===== src/rtl/ysyx_24110006_wb_scheduler.sv =====
// Writeback scheduler: round-robin share of the single RF write port between
// EXU (r0) and LSU (r1), plus a busy-register scoreboard for RAW/WAW stalls.
module ysyx_24110006_wb_scheduler #(
  parameter int unsigned ADDR_WIDTH = 5,
  parameter int unsigned DATA_WIDTH = 32,
  parameter int unsigned NREG       = 16
) (
  input  logic                  i_clock,
  input  logic                  i_reset,
  input  logic                  i_iss_valid,
  input  logic                  i_iss_wen,
  input  logic [ADDR_WIDTH-1:0] i_iss_rd,
  input  logic [ADDR_WIDTH-1:0] i_raddr1,
  input  logic [ADDR_WIDTH-1:0] i_raddr2,
  output logic                  o_iss_ready,
  input  logic                  i_r0_valid,
  input  logic [ADDR_WIDTH-1:0] i_r0_waddr,
  input  logic [DATA_WIDTH-1:0] i_r0_wdata,
  output logic                  o_r0_ready,
  input  logic                  i_r1_valid,
  input  logic [ADDR_WIDTH-1:0] i_r1_waddr,
  input  logic [DATA_WIDTH-1:0] i_r1_wdata,
  output logic                  o_r1_ready,
  output logic                  o_rf_valid,
  output logic                  o_rf_wen,
  output logic [ADDR_WIDTH-1:0] o_rf_waddr,
  output logic [DATA_WIDTH-1:0] o_rf_wdata,
  output logic [NREG-1:0]       o_busy
);

  localparam int unsigned IDX_W = 4;

  // Last-grant pointer states
  typedef enum logic {
    LAST_R0 = 1'b0,
    LAST_R1 = 1'b1
  } last_e;

  function automatic logic [IDX_W-1:0] idx(input logic [ADDR_WIDTH-1:0] a);
    return a[IDX_W-1:0];
  endfunction

  // Address bit 4 aliases onto the low 16 registers, as in the register file
  logic unused_addr_hi;
  assign unused_addr_hi = ^{i_iss_rd[ADDR_WIDTH-1:IDX_W],
                            i_raddr1[ADDR_WIDTH-1:IDX_W],
                            i_raddr2[ADDR_WIDTH-1:IDX_W]};

  logic [NREG-1:0] busy_q;
  logic [NREG-1:0] busy_d;
  logic [NREG-1:0] set_mask;
  logic [NREG-1:0] clr_mask;

  logic            raw;
  logic            waw;
  logic            iss_fire;

  last_e           last_q;
  last_e           last_d;
  logic            grant0;
  logic            grant1;
  logic            any_grant;

  logic [ADDR_WIDTH-1:0] sel_addr;
  logic [DATA_WIDTH-1:0] sel_data;

  // Hazard detection against the current scoreboard
  always_comb begin
    raw = ((idx(i_raddr1) != '0) && busy_q[idx(i_raddr1)]) ||
          ((idx(i_raddr2) != '0) && busy_q[idx(i_raddr2)]);
    waw = i_iss_wen && (idx(i_iss_rd) != '0) && busy_q[idx(i_iss_rd)];
  end

  assign o_iss_ready = !(raw || waw);
  assign iss_fire    = i_iss_valid && o_iss_ready && i_iss_wen && (idx(i_iss_rd) != '0);

  // Scoreboard update; a forced same-index set and clear resolves to set
  always_comb begin
    set_mask = '0;
    clr_mask = '0;
    if (iss_fire) begin
      set_mask = NREG'(1) << idx(i_iss_rd);
    end
    if (o_rf_valid && (idx(o_rf_waddr) != '0)) begin
      clr_mask = NREG'(1) << idx(o_rf_waddr);
    end
    busy_d    = (busy_q & ~clr_mask) | set_mask;
    busy_d[0] = 1'b0;
  end

  always_ff @(posedge i_clock) begin
    if (i_reset) begin
      busy_q <= '0;
    end else begin
      busy_q <= busy_d;
    end
  end

  assign o_busy = busy_q;

  // Round-robin pointer: state register
  always_ff @(posedge i_clock) begin
    if (i_reset) begin
      last_q <= LAST_R1;
    end else begin
      last_q <= last_d;
    end
  end

  // Round-robin pointer: next state moves only on an accepted transfer
  always_comb begin
    last_d = last_q;
    if (grant0) begin
      last_d = LAST_R0;
    end else if (grant1) begin
      last_d = LAST_R1;
    end
  end

  // Round-robin pointer: grant outputs
  always_comb begin
    grant0 = 1'b0;
    grant1 = 1'b0;
    if (i_r0_valid && i_r1_valid) begin
      grant0 = (last_q == LAST_R1);
      grant1 = (last_q == LAST_R0);
    end else begin
      grant0 = i_r0_valid;
      grant1 = i_r1_valid;
    end
  end

  assign o_r0_ready = grant0;
  assign o_r1_ready = grant1;
  assign any_grant  = grant0 || grant1;
  assign sel_addr   = grant1 ? i_r1_waddr : i_r0_waddr;
  assign sel_data   = grant1 ? i_r1_wdata : i_r0_wdata;

  // Registered RF write port; address and data hold when idle
  always_ff @(posedge i_clock) begin
    if (i_reset) begin
      o_rf_valid <= 1'b0;
      o_rf_wen   <= 1'b0;
      o_rf_waddr <= '0;
      o_rf_wdata <= '0;
    end else if (any_grant) begin
      o_rf_valid <= 1'b1;
      o_rf_wen   <= (idx(sel_addr) != '0);
      o_rf_waddr <= sel_addr;
      o_rf_wdata <= sel_data;
    end else begin
      o_rf_valid <= 1'b0;
      o_rf_wen   <= 1'b0;
    end
  end

endmodule

===== config.mk =====
export PLATFORM = sky130hd
export DESIGN_NAME = ysyx_24110006_wb_scheduler
export DESIGN_NICKNAME = d
export VERILOG_FILES = /design/src/rtl/ysyx_24110006_wb_scheduler.sv
export SDC_FILE = /design/constraint.sdc
export NUM_CORES = 1
export LEC_CHECK = 0
export ABC_AREA = 0
export BUFFER_PORTS_ARGS = -buffer_cell sky130_fd_sc_hd__buf_2
export CORE_MARGIN = 1.5
export CORE_UTILIZATION = 41
export DETAILED_ROUTE_END_ITERATION = 10
export GPL_TIMING_DRIVEN = 0
export MAX_ROUTING_LAYER = met4
export PLACE_DENSITY = 0.85
export REMOVE_ABC_BUFFERS = 1
export SLEW_MARGIN = 30
export SYNTH_ARGS = -nofsm -noshare
export SYNTH_HDL_FRONTEND = slang
export SYNTH_SLANG_ARGS = --single-unit

===== constraint.sdc =====
create_clock -name i_clock -period 2.5 [get_ports i_clock]
set_clock_uncertainty 0.15 [all_clocks]
set_input_delay 0.625 -clock i_clock [delete_from_list [all_inputs] [get_ports i_clock]]
set_output_delay 0.625 -clock i_clock [all_outputs]
set_load 0.1 [all_outputs]

# ---- Yosys cells after proc, flatten, opt, wreduce, memory -nomap -nowiden
# Index checks and enable logic that the tools add are counted.
dict set report totals {
  register_bits 56
  input_bits 95
  word_cells 52
}
dict set report classes {
  magnitude_cmp 3
  shifts 2
  n_mux 15
  n_bitwise 5
  reduce_logical 20
}
# op n
set ops {}
lappend ops {{16-bit 2-to-1 mux} 2}
lappend ops {{32-bit 2-to-1 mux} 1}
lappend ops {{1-bit by 4-bit left shift with 16-bit output (first input constant)} 2}
lappend ops {{4-bit nonzero test} 5}
lappend ops {{16-bit AND} 1}
lappend ops {{16-bit NOT} 1}
lappend ops {{16-bit OR} 1}
lappend ops {{4-bit by 5-bit less-than comparator with 1-bit output (second input constant)} 3}
lappend ops {{1-bit binary-select mux with 4-bit select} 3}
lappend ops {{1-bit logical AND} 9}
lappend ops {{1-bit 2-to-1 mux} 8}
lappend ops {{5-bit 2-to-1 mux} 1}
lappend ops {{1-bit logical OR} 3}
lappend ops {{1-bit NOT} 2}
lappend ops {{2-bit nonzero test} 1}
lappend ops {{2-bit OR reduction} 1}
lappend ops {{1-bit logical NOT} 1}

# ---- Longest topological paths before layout
# Gate-level depths: netlist of the first run.
dict set report depth {
  word_depth 11
  mapped_depth 7
  mapped_depth_nobuf 5
}

# ---- Least setup slack after synthesis of the first run
# OpenSTA, ideal clock, no wires.
dict set report synth_timing {
  kind {register to output}
  start {register busy_q[7] (netlist: o_busy[7])}
  end {output port o_iss_ready}
  t_arrival_ps 3918
  required_time_ps 1725
  setup_slack_ps -2193
  path_stages_with_launch 5
  n_path_buf 0
  cell_sequence {dfxtp_1 > mux4_2 > or3b_1 > o2111a_1 > nor3_1}
}
dict set report synth_via {
  elab_chain_len 6
}
# item line_no
set synth_lines {}
lappend synth_lines {{start: declaration} 49} ;# logic [NREG-1:0] busy_q;
lappend synth_lines {{start signal: assignment} 95} ;# busy_q <= busy_d;
lappend synth_lines {{1-bit binary-select mux with 4-bit select (on tied branches)} {69, 70}}
lappend synth_lines {{1-bit 2-to-1 mux (on tied branches)} {69, 70}}
lappend synth_lines {{1-bit logical AND (on tied branches)} {69, 70}}
lappend synth_lines {{1-bit logical OR} 69} ;# raw = ((idx(i_raddr1) != '0) && busy_q[idx(i_raddr1)]) ||
lappend synth_lines {{1-bit logical OR *} 74} ;# assign o_iss_ready = !(raw || waw);
lappend synth_lines {{1-bit logical NOT *} 74}
lappend synth_lines {{end: declaration} 15} ;# output logic o_iss_ready,
# Mark *: on every way between the ends. The rest lies on a longest branch, timed or not. The select of a mux whose other input is x is not followed.

# ---- Final worst setup path of the first run
dict set report layout_timing {
  start {input port i_iss_rd[0]}
  end {output port o_iss_ready}
}
dict set report layout_via {
  elab_chain_len 5
}
# item line_no
set layout_lines {}
lappend layout_lines {{start: declaration} 12} ;# input logic [ADDR_WIDTH-1:0] i_iss_rd,
lappend layout_lines {{1-bit binary-select mux with 4-bit select / 4-bit nonzero test (equally long branches)} 71} ;# waw = i_iss_wen && (idx(i_iss_rd) != '0) && busy_q[idx(i_iss_rd)];
lappend layout_lines {{1-bit 2-to-1 mux (implied by the code) / 1-bit logical AND (equally long branches)} 71}
lappend layout_lines {{1-bit logical AND *} 71}
lappend layout_lines {{1-bit logical OR *} 74}
lappend layout_lines {{1-bit logical NOT *} 74}
# Marked as above.

==> run summary, run 1 <==
Main synth FF type: dfxtp_1
Initial Utilization: 42.5%
CTS Buffer Depth: 2
port bufs: 148
Filler cells: 629
Clock Tree Root: clkbuf_8
via count: 2953
r2r worst-path depth: 6
detail-routed net length per standard cell: 15.4 µm
Reg-to-Reg End: o_busy[1]$_SDFF_PP0_
R2R setup slack: 0.46 ns
Synth Area in Simple Gates: 16.7%
CP bufs+invs: 2
Hold WC Path Type: reg2reg
total track usage: 23.3%
worst setup margin: -0.444 ns
placed cell count: 535
DP Worst Slack: -1.04 ns
Final Non-Filler Cells: 549
Synth Area in Compound Gates: 19.8%
row cnt: 30
Core ar.: 6790 µm²
CP Class: in2out
Final Power: 2260 µW
die width: 86.9 µm
RD Place Congestion: 0.929
grt met3 use: 3.79%
HPWL Detailed: 6320 µm
FF+latch count, synth: 55
Mean Syn Cell Area: 9.35 µm²
Slew HR: 58.8%
Synth async-reset ratio: 0%
Synth Area in XOR/XNOR: 0%
final wirelength: 8440 µm
warnings from Yosys: 0
multiplexer share of the synthesized area: 21.3%
violated checks: setup timing
Hold Fails Final Rpt: 0
Area growth syn-to-layout: 36.1%
DRC errors left: 0
Worst Setup End Kind: output port
fin. max-slew vios: 0
fmax: 340 MHz
data required time of the worst path: 1.73 ns
Worst EP arrival: 2.17 ns
EDFF count, synth: 0
Unique masters post-synth: 49
via/cell ratio: 5.38
sequential share of the synthesized area: 38.1%
worst slew pin tran: 0.619 ns
startpoint types: input port
Final TNS setup: -0.444 ns
Synth Instances: 309
r2r startpoint: o_busy[1]$_SDFF_PP0_
initial DRC count: 130
GRT busiest layer: met2
met1 Use GR: 26.8%
crit-path max FO: 5
clock sinks: 55
DIE AREA: 7560 µm²
Antenna Violating Nets Remaining: 0
min Tclk post-route: 2.94 ns
VDD IR max: 398 µV
initial antenna violation count: 0
hold depth: 2
CP delay by family, top: simple AND/OR/NAND/NOR gates
IO Pins: 153
slowest stage delay, CP: 0.49 ns
Max-Cap Viols: 0
Worst Hold End: o_rf_wdata[24]$_SDFFE_PP0N_
Reg clk slew, reported paths: 0.10 ns
M2 GR Usage: 40.7%
Leak: 0.00181 µW
hold path start: o_rf_wdata[24]$_SDFFE_PP0N_
largest family of logic cells by synthesized area: multiplexers
# setup viols final: 1
CTS Buf Count: 5
Die Height: 86.9 µm
post-layout net count: 547
Clock Latency Late Sink: 0.30 ns
number of global-route vias before repair: 2793
CTS Hold Buffers Added: 0
first-pass GRT wire length: 13200 µm
area share of fa/ha/maj cells after synthesis: 0%
diode count: 0
largest net degree at the start of global routing: 28
Mapped Area: 2890 µm²
outcome: finished with violations
CP Cell Sequence: buf_12, mux4_2, or3b_4, o2111a_1, nor3_2, buf_6
Congestion Overflow GR: 0
final core occ: 57.9%
First-pass DRT Iterations: 4
CTS tree: built
CTS H-tree lvls: 2
PwrDens: 575 nW/µm²
ratio of final minimum period to clock period: 118%
RSZ-0062 raised after global routing: true
share of cells above drive strength 1: 43.5%
slowest CP cell: mux4_2
[final cells by class]
cell class	count	area, µm²	share of cell area [%]
clock inverter	2	16.3	0.414
tap	96	120	3.06
inverter	3	11.3	0.286
sequential	55	1100	28.0
multi-input combinational	230	1750	44.5
timing repair buffer	157	861	21.9
clock buffer	6	72.6	1.85
[per-stage QoR]
stage               area (µm²)  hold slack (ns)
CTS                       3930            0.311
finish                    3930            0.309
global placement          3640            0.280
detailed placement        3730            0.287
floorplan                 2780            0.327
global route              3930            0.337
[flip-flops by register name (all words and copies together) (netlist names)]
| signal | cells |
|---|---|
| o_rf_wen | 1 |
| last_q | 1 |
| o_busy | 15 |
| o_rf_waddr | 5 |
| o_rf_valid | 1 |
| o_rf_wdata | 32 |
[synthesized netlist by cell type, types with 2 or more instances]
| master | number | area [µm²] |
|---|---|---|
| buf_1 | 2 | 7.51 |
| buf_2 | 2 | 10.0 |
| nand3b_1 | 4 | 30.0 |
| mux2i_1 | 43 | 430 |
| nand4_1 | 2 | 12.5 |
| nor2b_1 | 5 | 31.3 |
| clkbuf_1 | 15 | 56.3 |
| o21ai_0 | 39 | 195 |
| o41ai_2 | 9 | 146 |
| nand2_1 | 52 | 195 |
| o41ai_1 | 2 | 17.5 |
| nand4b_1 | 2 | 17.5 |
| or3_1 | 3 | 18.8 |
| inv_1 | 3 | 11.3 |
| nand3_1 | 8 | 40.0 |
| buf_6 | 2 | 22.5 |
| o311ai_0 | 2 | 17.5 |
| nor3_1 | 2 | 10.0 |
| mux2_2 | 5 | 56.3 |
| mux4_2 | 5 | 113 |
| dfxtp_1 | 55 | 1100 |
| nor2_1 | 4 | 15.0 |
| a21oi_1 | 2 | 10.0 |
| nand2b_1 | 5 | 31.3 |
| o22ai_1 | 4 | 25.0 |
| and3_1 | 2 | 12.5 |
| o211ai_1 | 8 | 60.1 |
[layer usage]
| layer | wire, µm | vias up | part of all wire (%) |
|---|---|---|---|
| met5 | 0 | - | 0 |
| met4 | 141 | 0 | 1.7 |
| met3 | 511 | 12 | 6.1 |
| met2 | 4300 | 139 | 51 |
| met1 | 3490 | 1371 | 41 |
| li1 | - | 1431 | - |
[how the worst max path moves through the flow]
stage,depth (start not counted),startpoint,to
floorplan,4,o_busy[5]$_SDFF_PP0_,o_iss_ready
global placement,4,i_r1_valid,o_rf_waddr[3]$_SDFFE_PP0N_
detailed placement,6,i_iss_rd[0],o_iss_ready
CTS,6,i_iss_rd[0],o_iss_ready
global route,6,i_iss_rd[0],o_iss_ready
finish,6,i_iss_rd[0],o_iss_ready
[cells by family (layout without fill, tap and decap cells)]
logic type | count (synthesis) | in the layout
compound gates | 76 | 76
buf+inv | 25 | 168
flops | 55 | 55
mux | 54 | 54
other cells | 1 | 1
simple gates | 98 | 99
[where the power goes]
group	switching [µW]	internal, µW	total (µW)
sequential	36.8	929	966
clock	289	202	491
combinational	609	195	804
total	935	1330	2260
[tightest hold or removal path, cell delays in order, from the launching register on]
cell,delay (ns)
dfxtp_1,0.33
nand2_1,0.04
o21ai_0,0.05
[timing repair]
action                     in CTS  in global routing
pin swaps                       5                  0
setup endpoints to repair       2                  1
resized for setup              16                  0
setup buffers                   5                  0
cloned                          1                  0
[cells in the final DEF, fill, tap and decap left out, types with 4 or more instances in the layout]
master	netlist	final
mux2_2	5	5
mux4_2	5	5
buf_4	1	10
o22ai_1	4	4
buf_2	2	143
nor2b_1	5	4
o211ai_1	8	8
clkbuf_8	0	5
mux2i_1	43	43
nand3_1	8	8
o41ai_2	9	9
nand2_1	52	52
o21ai_0	39	38
nand2b_1	5	5
dfxtp_1	55	55
nor2_1	4	4
nand3b_1	4	4
(Power assumes the default switching activity.)
==> inputs of run 2 (changes only) <==
--- a/config.mk
+++ b/config.mk
@@ -13,7 +13,6 @@
 export GPL_TIMING_DRIVEN = 0
 export MAX_ROUTING_LAYER = met4
 export PLACE_DENSITY = 0.85
-export REMOVE_ABC_BUFFERS = 1
 export SLEW_MARGIN = 30
 export SYNTH_ARGS = -nofsm -noshare
 export SYNTH_HDL_FRONTEND = slang
==> run 2 against run 1 <==
Effect of this change:
- the run still ends with setup timing left
- cell area grew 3.9%
- fmax grew 1.4%
- sequential share of layout area shrank 0.60 points
- wire length grew 1.5%
- first-iteration DRC count shrank 28%
- clock power grew 8.4%
- register-to-register slack is essentially flat
- combinational power grew 3.0%
- non-clock buffer count grew 19
- utilization grew 2.3 points
- power grew 2.7%
- hold slack gained 0.0011 ns
- critical path type unchanged
==> run summary, run 2 (synthesis results as in run 1) <==
Sequential Power Share: 41.4%
outcome: finished with violations
largest net degree at the start of global routing: 19
RSZ-0062 raised after global routing: true
Hold Fails Final Rpt: 0
via count: 3003
DRC errors left: 0
Core ar.: 6790 µm²
share of cells above drive strength 1: 46.7%
fin. max-slew vios: 0
worst slew pin tran: 0.662 ns
Antenna Violating Nets Remaining: 0
syn_nets: 404
internal power: 1370 µW
diode count: 0
final wirelength: 8570 µm
most frequent cells in the layout: buf_2 (140), nand2_1 (52), mux2i_1 (42)
Max-Cap Viols: 0
min Tclk post-route: 2.90 ns
CTS H-tree lvls: 2
CTS Hold Buffers Added: 0
Worst Setup End Kind: output port
# setup viols final: 1
Slew HR: 55.9%
First-pass DRT Iterations: 4
CTS tree: built
port bufs: 146
worst setup margin: -0.402 ns
CP delay by family, top: multiplexers
Clock Tree Root: clkbuf_8
Final Non-Filler Cells: 567
slowest CP cell: mux4_2
largest register by flop count: o_rf_wdata
Leak: 0.00187 µW
final core occ: 60.1%
NetSw: 947 µW
Hold WC Path Type: reg2reg
Fin Hold WS: 0.310 ns
PwrDens: 568 nW/µm²
Clock Power Share: 22.9%
number of global-route vias before repair: 2813
initial antenna violation count: 0
Die Height: 86.9 µm
max reg flops: 32
first-pass GRT wire length: 13200 µm
HPWL Detailed: 6650 µm
commonest non-fill, non-tap cell in the layout: buf_2
post-layout net count: 565
crit-path max FO: 4
CP bufs+invs: 2
DP Worst Slack: -0.825 ns
detail-routed net length per standard cell: 15.1 µm
DIE AREA: 7560 µm²
Congestion Overflow GR: 0
slowest stage delay, CP: 0.50 ns
ratio of final minimum period to clock period: 116%
CP Class: in2out
total track usage: 23.0%
row cnt: 30
CP Cell Sequence: buf_8, mux4_2, mux2_4, o2111a_1, nor3_4, buf_12
IO Pins: 153
RD Place Congestion: 0.943
R2R setup slack: 0.47 ns
via/cell ratio: 5.30
data required time of the worst path: 1.73 ns
Area growth syn-to-layout: 41.5%
CTS Buf Count: 5
placed cell count: 551
Initial Utilization: 42.5%
die width: 86.9 µm
Logic pwr share: 35.7%
initial DRC count: 94
startpoint types: input port
Worst EP arrival: 2.13 ns
Clock Latency Late Sink: 0.31 ns
CTS Buffer Depth: 2
clock sinks: 55
fmax: 345 MHz
Switching Fraction: 40.8%
Reg clk slew, reported paths: 0.09 ns
violated checks: setup timing
VDD IR max: 359 µV
run 2: changes by cell type in the layout (fill, tap and decap cells not counted), moves of 3 or more:
cell | previous run | this run
buf_2 | 143 | 140
buf_4 | 10 | 13
buf_8 | 0 | 3
clkbuf_1 | 1 | 12
clkbuf_4 | 0 | 3
dfxtp_1 | 55 | 40
dfxtp_2 | 0 | 15
run 2: final cells by class:
type	count	area, µm²
Clock inverter	2	18.8
Tap cell	96	120
Buffer	20	108
Sequential cell	55	1120
Multi-Input combinational cell	229	1780
Timing Repair Buffer	156	847
Clock buffer	6	82.6
Inverter	3	11.3
Fill cell	557	2710
run 2: routing by layer:
layer	vias to the layer above	track usage (%)	share of wire [%]
met2	137	42.3	53
met5	-	-	0
met4	0	7.04	1.7
li1	1466	-	-
met3	16	3.60	5.7
met1	1384	25.4	39
run 2: final timing paths:
path	start	end	cells after the start
worst max register to register	o_busy[1]$_SDFF_PP0_	o_busy[10]$_SDFF_PP0_	5
worst min register to register	o_rf_wdata[1]$_SDFFE_PP0N_	o_rf_wdata[1]$_SDFFE_PP0N_	2
worst min-delay path	o_rf_wdata[1]$_SDFFE_PP0N_	o_rf_wdata[1]$_SDFFE_PP0N_	2
worst max-delay path	i_iss_rd[0]	o_iss_ready	6
run 2: power groups by stage:
stage                     Clock (µW)  Sequential, µW  Combinational, µW
after CTS                        547             961                810
after floorplan                    0            1350                231
after global routing             585             969                867
after detailed placement           0             981                788
after global placement             0             978                775
final                            532             961                828
run 2: metrics by stage:
stage	cell area, µm²	setup TNS (ns)	total power (µW)
after floorplan	2940	-0.753	1580
after global placement	3790	-0.980	1750
after detailed placement	3800	-1.44	1770
after CTS	3990	-0.430	2320
after global routing	4090	-0.425	2420
final	4090	-0.402	2320
run 2: worst min-delay path, stage by stage (launching register included):
cell and delay, ns:
dfxtp_1 0.34, nand2_1 0.04, o21ai_0 0.05
run 2: repair_timing:
item,4_1_cts,5_1_grt
buffers inserted,4,6
resized for setup,17,19
pin swaps,3,7
endpoints found under the setup margin,2,2
==> inputs of run 3 (changes only) <==
--- a/config.mk
+++ b/config.mk
@@ -6,13 +6,14 @@
 export NUM_CORES = 1
 export LEC_CHECK = 0
 export ABC_AREA = 0
-export BUFFER_PORTS_ARGS = -buffer_cell sky130_fd_sc_hd__buf_2
+export BUFFER_PORTS_ARGS = -buffer_cell sky130_fd_sc_hd__buf_4
 export CORE_MARGIN = 1.5
 export CORE_UTILIZATION = 41
 export DETAILED_ROUTE_END_ITERATION = 10
 export GPL_TIMING_DRIVEN = 0
 export MAX_ROUTING_LAYER = met4
 export PLACE_DENSITY = 0.85
+export RECOVER_POWER = 100
 export SLEW_MARGIN = 30
 export SYNTH_ARGS = -nofsm -noshare
 export SYNTH_HDL_FRONTEND = slang
==> run 3 against run 2 <==
Effect of this change:
- sequential share of layout area is 0.80 points lower
- register-to-register slack got worse by 0.09 ns
- the run still ends with setup timing left
- via count decreased by 0.57%
- hold slack gained 0.0031 ns
- utilization rose by 1.8 points
- clock power up 2%
- fmax shrank 1.5%
- critical endpoint unchanged
- non-clock buffer count shrank 5
- critical path depth is the same
==> run summary, run 3 (synthesis results as in run 1) <==
Clock Latency Late Sink: 0.31 ns
Clock Tree Root: clkbuf_8
Core ar.: 6790 µm²
CTS H-tree lvls: 2
hold depth: 2
Reg-to-Reg End: o_busy[4]$_SDFF_PP0_
syn_nets: 404
hold path start: o_rf_waddr[4]$_SDFFE_PP0N_
violated checks: setup timing
share of cells above drive strength 1: 44.4%
worst setup margin: -0.446 ns
post-placement cell area: 4160 µm²
Worst Setup End Kind: output port
R2R setup slack: 0.38 ns
internal power: 1400 µW
outcome: finished with violations
Hold Fails Final Rpt: 0
via/cell ratio: 5.31
# setup viols final: 1
CTS Buffer Depth: 2
worst slew pin tran: 0.779 ns
final wirelength: 8720 µm
VDD IR max: 319 µV
Die Height: 86.9 µm
RSZ-0062 raised after global routing: true
fin. max-slew vios: 0
max reg flops: 32
via count: 2986
PwrDens: 559 nW/µm²
crit-path max FO: 4
First-pass DRT Iterations: 4
ratio of final minimum period to clock period: 118%
Final Power: 2350 µW
RD Place Congestion: 0.907
Hold WC Path Type: reg2reg
Area growth syn-to-layout: 45.8%
largest net degree at the start of global routing: 19
NetSw: 955 µW
Multi-input gate area: 1750 µm²
CTS Hold Buffers Added: 0
commonest non-fill, non-tap cell in the layout: buf_4
CP Class: in2out
Switching Fraction: 40.6%
data required time of the worst path: 1.73 ns
diode count: 0
total track usage: 23.8%
Reg area: 1120 µm²
CTS tree: built
clock sinks: 55
initial DRC count: 101
Slew HR: 48.0%
fmax: 339 MHz
largest register by flop count: o_rf_wdata
HPWL Detailed: 7050 µm
DRC errors left: 0
Antenna Violating Nets Remaining: 0
Max-Cap Viols: 0
number of global-route vias before repair: 2890
row cnt: 30
final core occ: 62.0%
min Tclk post-route: 2.95 ns
Filler cells: 610
Leak: 0.00186 µW
Fin Hold WS: 0.313 ns
CTS Buf Count: 5
Reg clk slew, reported paths: 0.10 ns
die width: 86.9 µm
Clock Power Share: 23.0%
Sequential Power Share: 41.0%
Worst EP arrival: 2.17 ns
port bufs: 146
r2r startpoint: o_busy[4]$_SDFF_PP0_
most frequent cells in the layout: buf_4 (91), clkbuf_2 (55), nand2_1 (52)
DIE AREA: 7560 µm²
Initial Utilization: 42.5%
r2r worst-path depth: 4
post-layout net count: 560
fin area: 4210 µm²
startpoint types: input port
initial antenna violation count: 0
IO Pins: 153
Congestion Overflow GR: 0
Worst Hold End: o_rf_waddr[4]$_SDFFE_PP0N_
first-pass GRT wire length: 13700 µm
Logic pwr share: 36.1%
detail-routed net length per standard cell: 15.5 µm
[run 3: changes by cell type in the layout (fill, tap and decap cells not counted), moves of 2 or more]
cell | previous run | this run
a21oi_1 | 0 | 2
clkbuf_2 | 1 | 55
clkbuf_1 | 12 | 19
buf_6 | 1 | 3
a21oi_2 | 2 | 0
buf_1 | 2 | 0
buf_8 | 3 | 1
mux2_2 | 3 | 5
buf_4 | 13 | 91
clkbuf_4 | 3 | 1
buf_2 | 140 | 0
mux2_4 | 3 | 1
[run 3: worst max-delay path, cell delays in order]
cell and delay (ns):
buf_4 0.12, mux4_2 0.51, or3b_4 0.42, o2111a_1 0.15, nor3_4 0.15, buf_12 0.20
[run 3: layout make-up]
type                       instances  share of cell area [%]
buffer                            22                    2.85
clock buffer                       6                    1.96
clock inverter                     2                   0.446
inverter                           3                   0.268
multi-input combinational        229                    41.6
sequential                        55                    26.6
tap                               96                    2.85
timing repair buffer             149                    23.4
[run 3: metal layers]
layer	global-route usage (%)	up-vias	part of all wire, %
met1	26.8	1380	39
met4	7.77	0	2.2
li1	-	1455	-
met2	42.2	136	52
met3	4.74	15	7.1
met5	-	-	0
[run 3: repair_timing]
action / 4_1_cts / 5_1_grt
hold endpoints to repair: 0 / 0
pin swaps: 3 / 1
endpoints found under the setup margin: 2 / 2
gates resized for setup: 12 / 4
setup buffers: 2 / 1
[run 3: worst max path at each step]
stage                     slack (ns)  depth (start not counted)         from     endpoint
after detailed placement       -0.66                          7  i_raddr1[2]  o_iss_ready
after CTS                      -0.43                          8  i_raddr2[2]  o_iss_ready
after floorplan                -0.75                          7  i_raddr2[2]  o_iss_ready
final                          -0.45                          6  i_iss_rd[0]  o_iss_ready
after global routing           -0.51                          8  i_raddr2[2]  o_iss_ready
after global placement         -0.65                          7  i_raddr1[2]  o_iss_ready
[run 3: power by group through the flow]
stage / registers (µW) / logic, µW / clock network, µW
final: 963 / 849 / 540
after global routing: 970 / 886 / 580
after CTS: 964 / 878 / 549
after detailed placement: 984 / 862 / 0
after global placement: 981 / 850 / 0
after floorplan: 1350 / 231 / 0
[run 3: metrics by stage]
step	setup WS (ns)	std cells	TNS, ns
CTS	-0.435	561	-0.435
global route	-0.508	562	-0.556
floorplan	-0.753	309	-0.753
global placement	-0.648	551	-0.695
detailed placement	-0.657	551	-0.791
finish	-0.446	562	-0.446
